**config.mk**
```make
export PLATFORM = sky130hd
export DESIGN_NAME = count_seq_ctrl
export DESIGN_NICKNAME = d
export VERILOG_FILES = /design/src/rtl/count_seq_ctrl_pkg.sv /design/src/rtl/button_debounce.sv /design/src/rtl/count_seq_ctrl.sv
export SDC_FILE = /design/constraint.sdc
export NUM_CORES = 1
export LEC_CHECK = 0
export CELL_PAD_IN_SITES_DETAIL_PLACEMENT = 1
export CELL_PAD_IN_SITES_GLOBAL_PLACEMENT = 1
export CORE_ASPECT_RATIO = 0.8
export CORE_MARGIN = 4
export CORE_UTILIZATION = 45
export DETAILED_ROUTE_END_ITERATION = 6
export DONT_BUFFER_PORTS = 1
export PLACE_DENSITY = 0.83
export SLEW_MARGIN = 25
export SYNTH_ARGS = -nofsm -noshare
export SYNTH_HDL_FRONTEND = slang
export SYNTH_HIERARCHICAL = 1
export SYNTH_SLANG_ARGS = --single-unit
```
**constraint.sdc**
```tcl
create_clock -name clk -period 2.53 [get_ports clk]
set_input_delay 0 -clock clk [delete_from_list [all_inputs] [get_ports clk]]
set_output_delay 0 -clock clk [all_outputs]
set_load 0.05 [all_outputs]
```
**src/rtl/count_seq_ctrl_pkg.sv**
```systemverilog
// Shared types and constants for the up/down counter with binary-to-BCD conversion.
//   conv_state_e : conversion FSM states
//   BIN_W/BCD_W  : binary count and packed-BCD widths
//   CONV_ITERS   : double-dabble iterations (one per binary bit)
package count_seq_ctrl_pkg;

  localparam int unsigned BIN_W      = 14;
  localparam int unsigned BCD_W      = 16;
  localparam int unsigned CONV_ITERS = 14;
  localparam int unsigned ITER_W     = 4;

  typedef enum logic [1:0] {
    StIdle,
    StLoad,
    StShift,
    StDone
  } conv_state_e;

  // Add 3 to every digit >= 5 so the following left shift carries correctly into the next digit.
  function automatic logic [BCD_W-1:0] bcd_adjust(input logic [BCD_W-1:0] s);
    logic [BCD_W-1:0] r;
    r = s;
    for (int i = 0; i < int'(BCD_W / 4); i++) begin
      if (s[4*i +: 4] >= 4'd5) begin
        r[4*i +: 4] = s[4*i +: 4] + 4'd3;
      end
    end
    return r;
  endfunction

endpackage

```
**src/rtl/button_debounce.sv**
```systemverilog
// Push-button conditioner: 2-flop synchronizer, stability debouncer and rising-edge detector.
//   clk, reset : clock and asynchronous active-high reset
//   btn        : raw asynchronous bouncing button
//   level      : debounced button level
//   rise       : one-cycle pulse on each rising edge of level
module button_debounce #(
  parameter int unsigned DEBOUNCE_CYCLES = 250000
) (
  input  logic clk,
  input  logic reset,
  input  logic btn,
  output logic level,
  output logic rise
);

  localparam int unsigned CntW = $clog2(DEBOUNCE_CYCLES + 1);
  localparam logic [CntW-1:0] CntMax = CntW'(DEBOUNCE_CYCLES - 1);

  logic [1:0]      sync_q;
  logic [CntW-1:0] cnt_q, cnt_d;
  logic            level_q, level_d;
  logic            level_prev_q;

  // Count consecutive samples that disagree with the accepted level; any agreeing sample restarts.
  always_comb begin
    cnt_d   = '0;
    level_d = level_q;
    if (sync_q[1] != level_q) begin
      if (cnt_q == CntMax) begin
        level_d = sync_q[1];
      end else begin
        cnt_d = cnt_q + 1'b1;
      end
    end
  end

  always_ff @(posedge clk or posedge reset) begin
    if (reset) begin
      sync_q       <= '0;
      cnt_q        <= '0;
      level_q      <= 1'b0;
      level_prev_q <= 1'b0;
    end else begin
      sync_q       <= {sync_q[0], btn};
      cnt_q        <= cnt_d;
      level_q      <= level_d;
      level_prev_q <= level_q;
    end
  end

  assign level = level_q;
  assign rise  = level_q & ~level_prev_q;

endmodule

```
**src/rtl/count_seq_ctrl.sv**
```systemverilog
// Up/down decimal-range counter with debounced clear and a double-dabble BCD converter.
//   clk, reset : clock and asynchronous active-high reset
//   tick       : one-cycle count enable
//   dir        : 1 = count up, 0 = count down (sampled on tick)
//   clear_btn  : raw push-button, clears the count on its debounced rising edge
//   bin        : current binary count
//   bcd        : four packed BCD digits of the last converted count
//   bcd_valid  : one-cycle pulse when bcd updates
//   busy       : conversion in progress
module count_seq_ctrl
  import count_seq_ctrl_pkg::*;
#(
  parameter int unsigned DEBOUNCE_CYCLES = 250000,
  parameter int unsigned MAX_COUNT       = 9999
) (
  input  logic             clk,
  input  logic             reset,
  input  logic             tick,
  input  logic             dir,
  input  logic             clear_btn,
  output logic [BIN_W-1:0] bin,
  output logic [BCD_W-1:0] bcd,
  output logic             bcd_valid,
  output logic             busy
);

  localparam logic [BIN_W-1:0] MaxCnt = BIN_W'(MAX_COUNT);

  logic              clear_level;
  logic              clear_pulse;
  logic [BIN_W-1:0]  bin_q, bin_d;
  logic              bin_changed;
  logic              pending_q, pending_d;
  logic              load_conv;
  conv_state_e       state_q, state_d;
  logic [BIN_W-1:0]  snap_q, snap_d;
  logic [BCD_W-1:0]  scratch_q, scratch_d;
  logic [BCD_W-1:0]  scratch_adj;
  logic [ITER_W-1:0] iter_q, iter_d;
  logic [BCD_W-1:0]  bcd_q, bcd_d;
  logic              bcd_valid_q, bcd_valid_d;

  button_debounce #(
    .DEBOUNCE_CYCLES(DEBOUNCE_CYCLES)
  ) u_clear_debounce (
    .clk  (clk),
    .reset(reset),
    .btn  (clear_btn),
    .level(clear_level),
    .rise (clear_pulse)
  );

  always_comb begin
    bin_d = bin_q;
    if (clear_pulse) begin
      bin_d = '0;
    end else if (tick) begin
      if (dir) begin
        bin_d = (bin_q == MaxCnt) ? '0 : bin_q + 1'b1;
      end else begin
        bin_d = (bin_q == '0) ? MaxCnt : bin_q - 1'b1;
      end
    end
  end

  assign bin_changed = (bin_d != bin_q);
  assign scratch_adj = bcd_adjust(scratch_q);

  always_comb begin
    state_d     = state_q;
    snap_d      = snap_q;
    scratch_d   = scratch_q;
    iter_d      = iter_q;
    bcd_d       = bcd_q;
    bcd_valid_d = 1'b0;
    load_conv   = 1'b0;
    unique case (state_q)
      // Leaving on the change itself (not the registered flag) keeps the 16-cycle latency.
      StIdle: begin
        if (pending_q || bin_changed) state_d = StLoad;
      end
      StLoad: begin
        snap_d    = bin_q;
        scratch_d = '0;
        iter_d    = ITER_W'(CONV_ITERS);
        load_conv = 1'b1;
        state_d   = StShift;
      end
      StShift: begin
        {scratch_d, snap_d} = {scratch_adj[BCD_W-2:0], snap_q, 1'b0};
        iter_d = iter_q - 1'b1;
        if (iter_q == ITER_W'(1)) state_d = StDone;
      end
      StDone: begin
        bcd_d       = scratch_q;
        bcd_valid_d = 1'b1;
        state_d     = StIdle;
      end
      default: state_d = StIdle;
    endcase
  end

  // A change in the LOAD cycle lands after the snapshot, so setting must win over clearing.
  always_comb begin
    pending_d = pending_q;
    if (load_conv) pending_d = 1'b0;
    if (bin_changed) pending_d = 1'b1;
  end

  always_ff @(posedge clk or posedge reset) begin
    if (reset) begin
      bin_q       <= '0;
      pending_q   <= 1'b0;
      state_q     <= StIdle;
      snap_q      <= '0;
      scratch_q   <= '0;
      iter_q      <= '0;
      bcd_q       <= '0;
      bcd_valid_q <= 1'b0;
    end else begin
      bin_q       <= bin_d;
      pending_q   <= pending_d;
      state_q     <= state_d;
      snap_q      <= snap_d;
      scratch_q   <= scratch_d;
      iter_q      <= iter_d;
      bcd_q       <= bcd_d;
      bcd_valid_q <= bcd_valid_d;
    end
  end

  assign bin       = bin_q;
  assign bcd       = bcd_q;
  assign bcd_valid = bcd_valid_q;
  assign busy      = (state_q != StIdle);

endmodule

```
# --- Word-level counts from Yosys, hierarchy flattened ---
# Index checks and enable logic that the tools add are counted.
word_totals:
  reg_bits: 90
  inputBits: 5
classes:
  add_sub_neg: 8
  magnitude_cmp: 4
  n_eq_ne: 10
  n_mux: 21
  n_bitwise: 2
  reduce_logical: 8
op_table:
  columns: ["operator", "count"]
  rows:
  - ["$mux 14", 5]
  - ["$mux 18", 2]
  - ["$pmux 16 s2", 1]
  - ["$pmux 14 s2", 1]
  - ["$add 18x1->18 const B", 1]
  - ["$eq 18x18->1 const B", 1]
  - ["$ge 4x3->1 const B", 4]
  - ["$add 14x1->14 const B", 1]
  - ["$eq 14x14->1 const B", 1]
  - ["$logic_not 14->1", 1]
  - ["$ne 14x14->1", 1]
  - ["$sub 14x1->14 const B", 1]
  - ["$add 4x2->4 const B", 3]
  - ["$mux 4", 3]
  - ["$pmux 2 s4", 1]
  - ["$pmux 4 s2", 1]
  - ["$reduce_bool 2->1", 3]
  - ["$eq 2x2->1 const B", 2]
  - ["$eq 4x1->1 const B", 1]
  - ["$mux 1", 4]
  - ["$mux 2", 2]
  - ["$ne 2x2->1 const B", 2]
  - ["$reduce_and 2->1", 2]
  - ["$sub 4x1->4 const B", 1]
  - ["other kinds (8)", 8]

# --- Depth between registers and ports, before layout ---
# Gate-level depths: netlist (run 1).
logic_depth:
  word_depth: 9
  mapped_depth: 10
  depth_no_buf: 9

# --- Hierarchy ---
# Netlist (run 1), hierarchy kept.
modules_own_cells:
  columns: ["module", "n_inst", "cells_per_inst", "area_each_um2"]
  rows:
  - ["count_seq_ctrl", 1, 452, 4082.7]
  - ["button_debounce", 1, 106, 1087.3]

# --- Worst setup path before layout (run 1) ---
# OpenSTA, ideal clock, no wires.
synth_timing:
  path_type: "register to register"
  from: "reg bin_q[0], in the netlist bin[0]"
  to: "reg state_q[1]"
  arrival_time_ns: 2.877
  slack_ns: -0.475
  stages_incl_launch_ff: 11
  path_cell_list: "dfrtp_1 > clkbuf_1 > inv_1 > ha_1 > or3b_1 > o41ai_4 > o211ai_1 > o21a_1 > and4_4 > a22oi_4 > mux2_1"
synth_between:
  elab_chain_cells: 9
  word_cells_on_any_way: 13
  cone_classes: "add/sub: 2; eq/ne: 3; mux: 5; reduce/logical: 3"
synth_lines:
  columns: ["element", "line", "rtl"]
  rows:
  - ["from (decl)", "count_seq_ctrl.sv:31", "logic [BIN_W-1:0] bin_q, bin_d;"]
  - ["from (signal assigned)", "count_seq_ctrl.sv:121", "bin_q <= bin_d;"]
  - ["$sub 14x1->14 (tied with other cells)", "count_seq_ctrl.sv:61", "bin_d = (bin_q == '0) ? MaxCnt : bin_q - 1'b1;"]
  - ["$mux 14 (on tied branches)", "count_seq_ctrl.sv:61, count_seq_ctrl.sv:59", null]
  - ["$mux 14", "count_seq_ctrl.sv:58", "if (dir) begin"]
  - ["$mux 14", "count_seq_ctrl.sv:57", "end else if (tick) begin"]
  - ["$mux 14", "count_seq_ctrl.sv:55", "if (clear_pulse) begin"]
  - ["$ne 14x14->1 (*)", "count_seq_ctrl.sv:66", "assign bin_changed = (bin_d != bin_q);"]
  - ["$logic_or 1x1->1 (*)", "count_seq_ctrl.sv:80", "if (pending_q || bin_changed) state_d = StLoad;"]
  - ["$ne 2x2->1 (no source line) (*)", null, null]
  - ["$reduce_and 2->1 (no source line) (*)", null, null]
  - ["to (signal assigned)", "count_seq_ctrl.sv:114", "state_q <= StIdle;"]
  - ["to (signal assigned)", "count_seq_ctrl.sv:123", "state_q <= state_d;"]
  - ["to (decl)", "count_seq_ctrl.sv:35", "conv_state_e state_q, state_d;"]
# Mark *: on every way between the ends. The rest lies on a longest branch, timed or not.
# A chain may end at the register's enable or synchronous reset.

# --- Worst setup path after layout (run 1) ---
layout_timing:
  from: "reg bin_q[5], in the netlist bin[5]"
  to: "reg state_q[1]"
# The elaborated chain is that of the path after synthesis.

==> results of run 1 <==
## final timing paths
path	cells after the start	slack, ns	end
max	7	-0.07	state_q[1]
min	1	-0.20	bin[9]
max reg2reg	7	-0.07	state_q[1]
min reg2reg	0	0.35	u_clear_debounce/sync_q[1]
max in group asynchronous	3	1.53	bcd[9]
min in group asynchronous	2	0.26	bin[12]
## registers in the layout (all words and copies together) (netlist names)
signal,count
bcd,16
bcd_valid,1
bin,14
iter_q,4
pending_q,1
scratch_q,16
snap_q,14
state_q,2
u_clear_debounce/cnt_q,18
u_clear_debounce/level,1
u_clear_debounce/level_prev_q,1
u_clear_debounce/sync_q,2
## power by group through the flow
stage | clock network (mW) | registers [mW] | logic [mW]
floorplan | 0 | 2.54 | 1.71
global placement | 0 | 2.26 | 2.75
detailed placement | 0 | 2.29 | 2.87
CTS | 1.31 | 2.28 | 2.99
global route | 1.38 | 2.32 | 3.33
finish | 1.29 | 2.28 | 3.05
## critical path, cell delays in order (launching register included)
cell	delay, ns
dfrtp_1	0.40
or4_4	0.61
o41ai_4	0.49
o211ai_1	0.16
o21a_1	0.20
and4_4	0.18
a22oi_4	0.14
mux2_4	0.31
## stage by stage
stage | hold slack, ns | power [mW] | setup slack [ns]
5_1_grt | -0.220 | 7.03 | -0.127
6_report | -0.195 | 6.62 | -0.0720
3_3_place_gp | 0.0315 | 5.01 | -0.102
4_1_cts | -0.214 | 6.58 | -0.00969
2_1_floorplan | -0.0108 | 4.25 | -0.181
3_5_place_dp | 0.0315 | 5.16 | -0.158
## metal layers
| layer | vias up | global-route usage (%) | routed length, um |
|---|---|---|---|
| met3 | 17 | 4.62 | 829 |
| met5 | - | 0 | 0 |
| met2 | 127 | 38.9 | 7490 |
| li1 | 2078 | - | - |
| met4 | 0 | 6.67 | 181 |
| met1 | 2276 | 31.7 | 6740 |
## cell usage in the layout (no fill, tap or decap), drive strengths merged, types with 3 or more instances in the layout
cell	synthesis	routed
and3	6	6
clkbuf	37	9
a311oi	5	5
dfrtp	90	90
nand2	40	40
nand3	10	10
mux2i	14	14
dlygate4sd3	0	7
nor4	10	10
o41ai	4	4
o32ai	4	4
o21ai	27	27
nor3	23	23
inv	30	30
o22ai	10	10
a21oi	46	46
xnor2	12	12
or3	6	6
clkinv	0	6
a32o	4	4
a22oi	3	3
nand4	15	15
mux2	19	19
or4	4	4
nand2b	8	8
o31ai	3	3
buf	4	62
or2	5	5
o21a	3	3
nor2	56	56
ha	18	18
xor2	9	9
## kinds of logic (layout without fill, tap and decap cells)
| family | Yosys count | after routing | share of synthesized area [%] |
|---|---|---|---|
| simple gates | 193 | 193 | 18.6 |
| compound gates | 132 | 132 | 17.3 |
| flops | 90 | 90 | 43.6 |
| buf+inv | 71 | 115 | 5.78 |
| mux | 33 | 33 | 6.85 |
| xor+xnor | 21 | 21 | 3.56 |
| fa+ha+maj | 18 | 18 | 4.36 |
## layout make-up
| class | count | area share, % |
|---|---|---|
| Multi-Input combinational cell | 397 | 44.5 |
| Sequential cell | 90 | 37.1 |
| Timing Repair Buffer | 69 | 8.98 |
| Clock buffer | 9 | 3.70 |
| Tap cell | 144 | 2.96 |
| Inverter | 30 | 1.87 |
| Clock inverter | 7 | 0.924 |
## what timing repair did
action / CTS / global route
hold endpoints to repair: 81 / 9
resized for setup: 7 / 13
endpoints found under the setup margin: 2 / 4
gates cloned: 0 / 0
pin swaps: 1 / 0
setup buffers: 0 / 1
==> metrics.md, run 1 <==
| Metric | Value |
|---|---|
| Final setup viols | `1` |
| Initial antenna violation count | `0` |
| Detailed Place HPWL | `10.5 mm` |
| Number of H-tree levels | `3` |
| Synth Flop Type | `dfrtp_1` |
| # IOs | `37` |
| Hold Startpoint | `tick` |
| Fmax | `384 MHz` |
| Final hold viol count | `9` |
| Worst hold slack | `-0.195 ns` |
| Final GP Congestion | `0.923` |
| Share of total power in the clock network | `19.4%` |
| Fin. max-slew vios | `0` |
| Max-cap viol count | `0` |
| CP Launch Type | `register` |
| Synth cell types | `68` |
| CP max FO | `5` |
| First-pass GRT wire length | `25.5 mm` |
| Diodes inserted | `0` |
| FF+latch count, synth | `90` |
| Row count | `34` |
| Syn_area_per_cell | `9.27 um^2` |
| Asr flop ratio synth | `100%` |
| Core area | `0.0111 mm^2` |
| Placed Instance Area | `0.00564 mm^2` |
| Mapped Nets | `581` |
| Cell area after layout | `0.00609 mm^2` |
| Multi-input gate area | `0.00271 mm^2` |
| Worst Path Required | `2.76 ns` |
| Synth top area share | `43.6%` |
| Top-count cell post-synth | `dfrtp_1` |
| Switching share of power | `45.9%` |
| GRT overflow | `0` |
| Starting Density | `46.7%` |
| Non-filler cells, final | `746` |
| Tcrit/Tclk final | `103%` |
| Register Area | `0.00226 mm^2` |
| Warnings, synthesis | `6` |
| Final ANT Viol Nets | `0` |
| Worst-skew pair later-pin latency | `0.35 ns` |
| Die Y | `104 um` |
| Largest net degree at the start of global routing | `47` |
| Setup TNS | `-0.0720 ns` |
| Worst min path class | `primary input to register` |
| WS Path Type | `register to register` |
| Buffers on Ports | `0` |
| Worst-case clock skew | `0.00723 ns` |
| Maximum VDD drop | `0.524 mV` |
| Die area | `0.0133 mm^2` |
| Clk buf depth | `2` |
| Router iterations before antenna repair | `4` |
| Syn Inst Count | `558` |
| Number of global-route vias before repair | `4885` |
| Critical Path Sink Type | `register` |
| Clock Root Buffer | `clkbuf_16` |
| CTS tree | `built` |
| Cell Int Power | `3.59 mW` |
| Top post-synthesis cells by area | `dfrtp_1 44%, a21oi_1 4.5%, ha_1 4.4%, nor2_1 4.1%, mux2_2 3.9%` |
| Hold-fix buffers at CTS | `7` |
| RSZ-0062 raised after global routing | `true` |
| Failing checks | `negative hold slack, negative setup slack` |
| Routed via count | `4498` |
| Clock transition at path regs | `0.07 ns` |
| Drt initial violations | `301` |
| Overall Global Routing Usage | `23.6%` |
| CP Launch Point | `bin[5]` |
| Post-synth EDFFs | `0` |
| NetSw | `3.04 mW` |
| Slew margin rel. | `43.5%` |
| Tmin final | `2.60 ns` |
| WL per Instance | `20.4 um` |
| Combinational Power Share | `46.1%` |
| Chip width | `128 um` |
| Leak | `2.63 nW` |
| Placed cell count | `722` |
| Top cells by count, synth | `90 x dfrtp_1, 56 x nor2_1, 46 x a21oi_1` |
| Slew at the pin closest to its max-slew limit | `0.847 ns` |
| Area grow syn2layout | `17.8%` |
| PD cells | `1090 mW/mm^2` |
| Vias/cell | `6.03` |
| Post-Synthesis Cell Area | `0.00517 mm^2` |
| Outcome | `finished, violations left` |
| Share of cells above drive strength 1 | `21.4%` |
| TritonCTS Buffers | `9` |
| Worst EP arrival | `2.84 ns` |
| # clock sinks | `90` |
| Filler Cells Inserted | `1246` |
| Reg power frac | `34.5%` |
| PnR worst setup slack | `-0.0720 ns` |
| WL final | `15.2 mm` |
| Nets | `620` |
| Worst R2R Start | `bin[5]` |
| Sequential share of the synthesized area | `43.6%` |
| Fin util | `55.1%` |
| Cell taking the most area after synthesis | `dfrtp_1` |
| Post-route DRC | `0` |
Power figures use the tool's default switching activity.
==> inputs of run 2 (changes only) <==
Settings changed: CORE_UTILIZATION 45 to 50, PLACE_DENSITY 0.83 to 0.87.
Clock period 2.53 ns to 2.68 ns, I/O delays scaled along.
==> metrics.md, run 2 (synthesized netlist as in run 1, its figures left out) <==
| Metric | Value |
|---|---|
| CP most frequent cell | `buf_4` |
| Commonest non-fill, non-tap cell in the layout | `dfrtp_1` |
| Tcrit/Tclk final | `100%` |
| Number of H-tree levels | `3` |
| Slew margin rel. | `43.3%` |
| Fmax | `371 MHz` |
| Crit path buf inv count | `4` |
| Crit path depth | `9` |
| Fin. max-slew vios | `0` |
| Routed via count | `4560` |
| WL per Instance | `21.5 um` |
| GRT overflow | `0` |
| RSZ-0062 raised after global routing | `true` |
| Worst Reg-to-Reg Cells | `9` |
| Starting Density | `52.5%` |
| Nets | `609` |
| Cell area after layout | `0.00605 mm^2` |
| Commonest cells after routing, fill and taps aside | `83 x dfrtp_1, 53 x nor2_1, 46 x buf_4` |
| Hold depth | `2` |
| Switching share of power | `45.1%` |
| PD cells | `1050 mW/mm^2` |
| Cell Int Power | `3.50 mW` |
| Share of total power in the clock network | `22.1%` |
| # clock sinks | `90` |
| Worst-case clock skew | `0.00509 ns` |
| Router iterations before antenna repair | `5` |
| Outcome | `finished, violations left` |
| Post-route DRC | `0` |
| Reg with most FFs | `u_clear_debounce/cnt_q` |
| Core area | `0.00985 mm^2` |
| Detailed Place HPWL | `10.6 mm` |
| Clock transition at path regs | `0.07 ns` |
| Placed Instance Area | `0.00549 mm^2` |
| Leak | `2.58 nW` |
| Reg power frac | `34.2%` |
| Initial antenna violation count | `0` |
| Clock Root Buffer | `clkbuf_16` |
| First-pass GRT wire length | `25.6 mm` |
| Combinational Power Share | `43.7%` |
| Largest net degree at the start of global routing | `35` |
| Diodes inserted | `0` |
| Slew at the pin closest to its max-slew limit | `0.850 ns` |
| Max-cap viol count | `0` |
| CP max FO | `15` |
| Clk buf depth | `2` |
| Share of cells above drive strength 1 | `20.5%` |
| Critical path's top delay family | `buffers and inverters` |
| Number of global-route vias before repair | `4866` |
| CTS tree | `built` |
| Tmin final | `2.69 ns` |
| Buffers on Ports | `0` |
| Worst Path Required | `2.97 ns` |
| PnR worst setup slack | `-0.0134 ns` |
| TritonCTS Buffers | `9` |
| Overall Global Routing Usage | `27.0%` |
| WS Path Type | `register to register` |
| Worst-skew pair later-pin latency | `0.35 ns` |
| Max reg flops | `18` |
| Critical Path Sink Type | `register` |
| Drt initial violations | `360` |
| Slowest CP cell | `dlygate4sd3_1` |
| Row count | `32` |
| CP Launch Type | `register` |
| Die Y | `99.0 um` |
| Final ANT Viol Nets | `0` |
| Failing checks | `negative hold slack, negative setup slack` |
| Hold-fix buffers at CTS | `11` |
| Crit-path cells | `buf_4 > nor4_1 > buf_4 > a41oi_2 > buf_4 > nand2b_1 > a21oi_1 > a311oi_1 > dlygate4sd3_1` |
| Worst min path class | `primary input to register` |
| Chip width | `122 um` |
| WL final | `15.6 mm` |
| Vias/cell | `6.27` |
| Final GP Congestion | `0.915` |
| Final setup viols | `1` |
| Non-filler cells, final | `727` |
| NetSw | `2.88 mW` |
| Maximum VDD drop | `0.511 mV` |
| Worst path max stage delay | `0.60 ns` |
| Placed cell count | `696` |
| Die area | `0.0120 mm^2` |
| # IOs | `37` |
| Final hold viol count | `6` |
| Worst hold slack | `-0.162 ns` |
| Area grow syn2layout | `17.0%` |
| Worst EP arrival | `2.98 ns` |
-- run 2: what timing repair did --
| action | CTS | global route |
|---|---|---|
| pin swaps | 3 | 5 |
| resized for setup | 5 | 16 |
| endpoints found under the setup margin | 1 | 6 |
| hold endpoints to repair | 70 | 6 |
| setup buffers | 4 | 0 |
-- run 2: layer usage --
metal  vias to the layer above  routed length [um]  track usage, %
li1                       2052                   -               -
met1                      2325                6770            35.9
met2                       144                7500            43.4
met3                        39                 914            5.91
met4                         0                 415            9.99
met5                         -                   0               0
-- run 2: power groups by stage --
stage                     Sequential, mW  Combinational [mW]  Clock (mW)
after floorplan                     2.40                1.62           0
after global placement              2.17                2.46           0
after detailed placement            2.19                2.57           0
after CTS                           2.17                2.69        1.43
after global routing                2.23                3.03        1.49
final                               2.18                2.79        1.41
-- run 2: cell type report --
cell class	instances	area [um^2]
Clock buffer	9	225
Clock inverter	7	100
Fill cell	1136	3800
Inverter	30	113
Multi-Input combinational cell	397	2720
Sequential cell	90	2260
Tap cell	136	170
Timing Repair Buffer	58	467
-- run 2: worst paths after layout --
path                                             from                    endpoint  slack, ns
max in group asynchronous                       reset                     bcd[14]       1.64
min                                              tick                     bin[10]      -0.16
max reg2reg                                    bin[4]                      bin[9]      -0.01
max                                            bin[4]                      bin[9]      -0.01
min reg2reg                u_clear_debounce/sync_q[0]  u_clear_debounce/sync_q[1]       0.36
min in group asynchronous                       reset                     bin[12]       0.24
-- run 2: stage by stage --
stage / power [mW] / setup slack, ns / util, % / setup TNS, ns
floorplan: 4.01 / -0.0314 / - / -0.0314
global placement: 4.63 / 0.0446 / 55.8 / 0
detailed placement: 4.77 / -0.0755 / 55.8 / -0.0755
CTS: 6.29 / 0.0109 / 60.7 / 0
global route: 6.75 / -0.0786 / 61.4 / -0.234
finish: 6.38 / -0.0134 / 61.4 / -0.0134
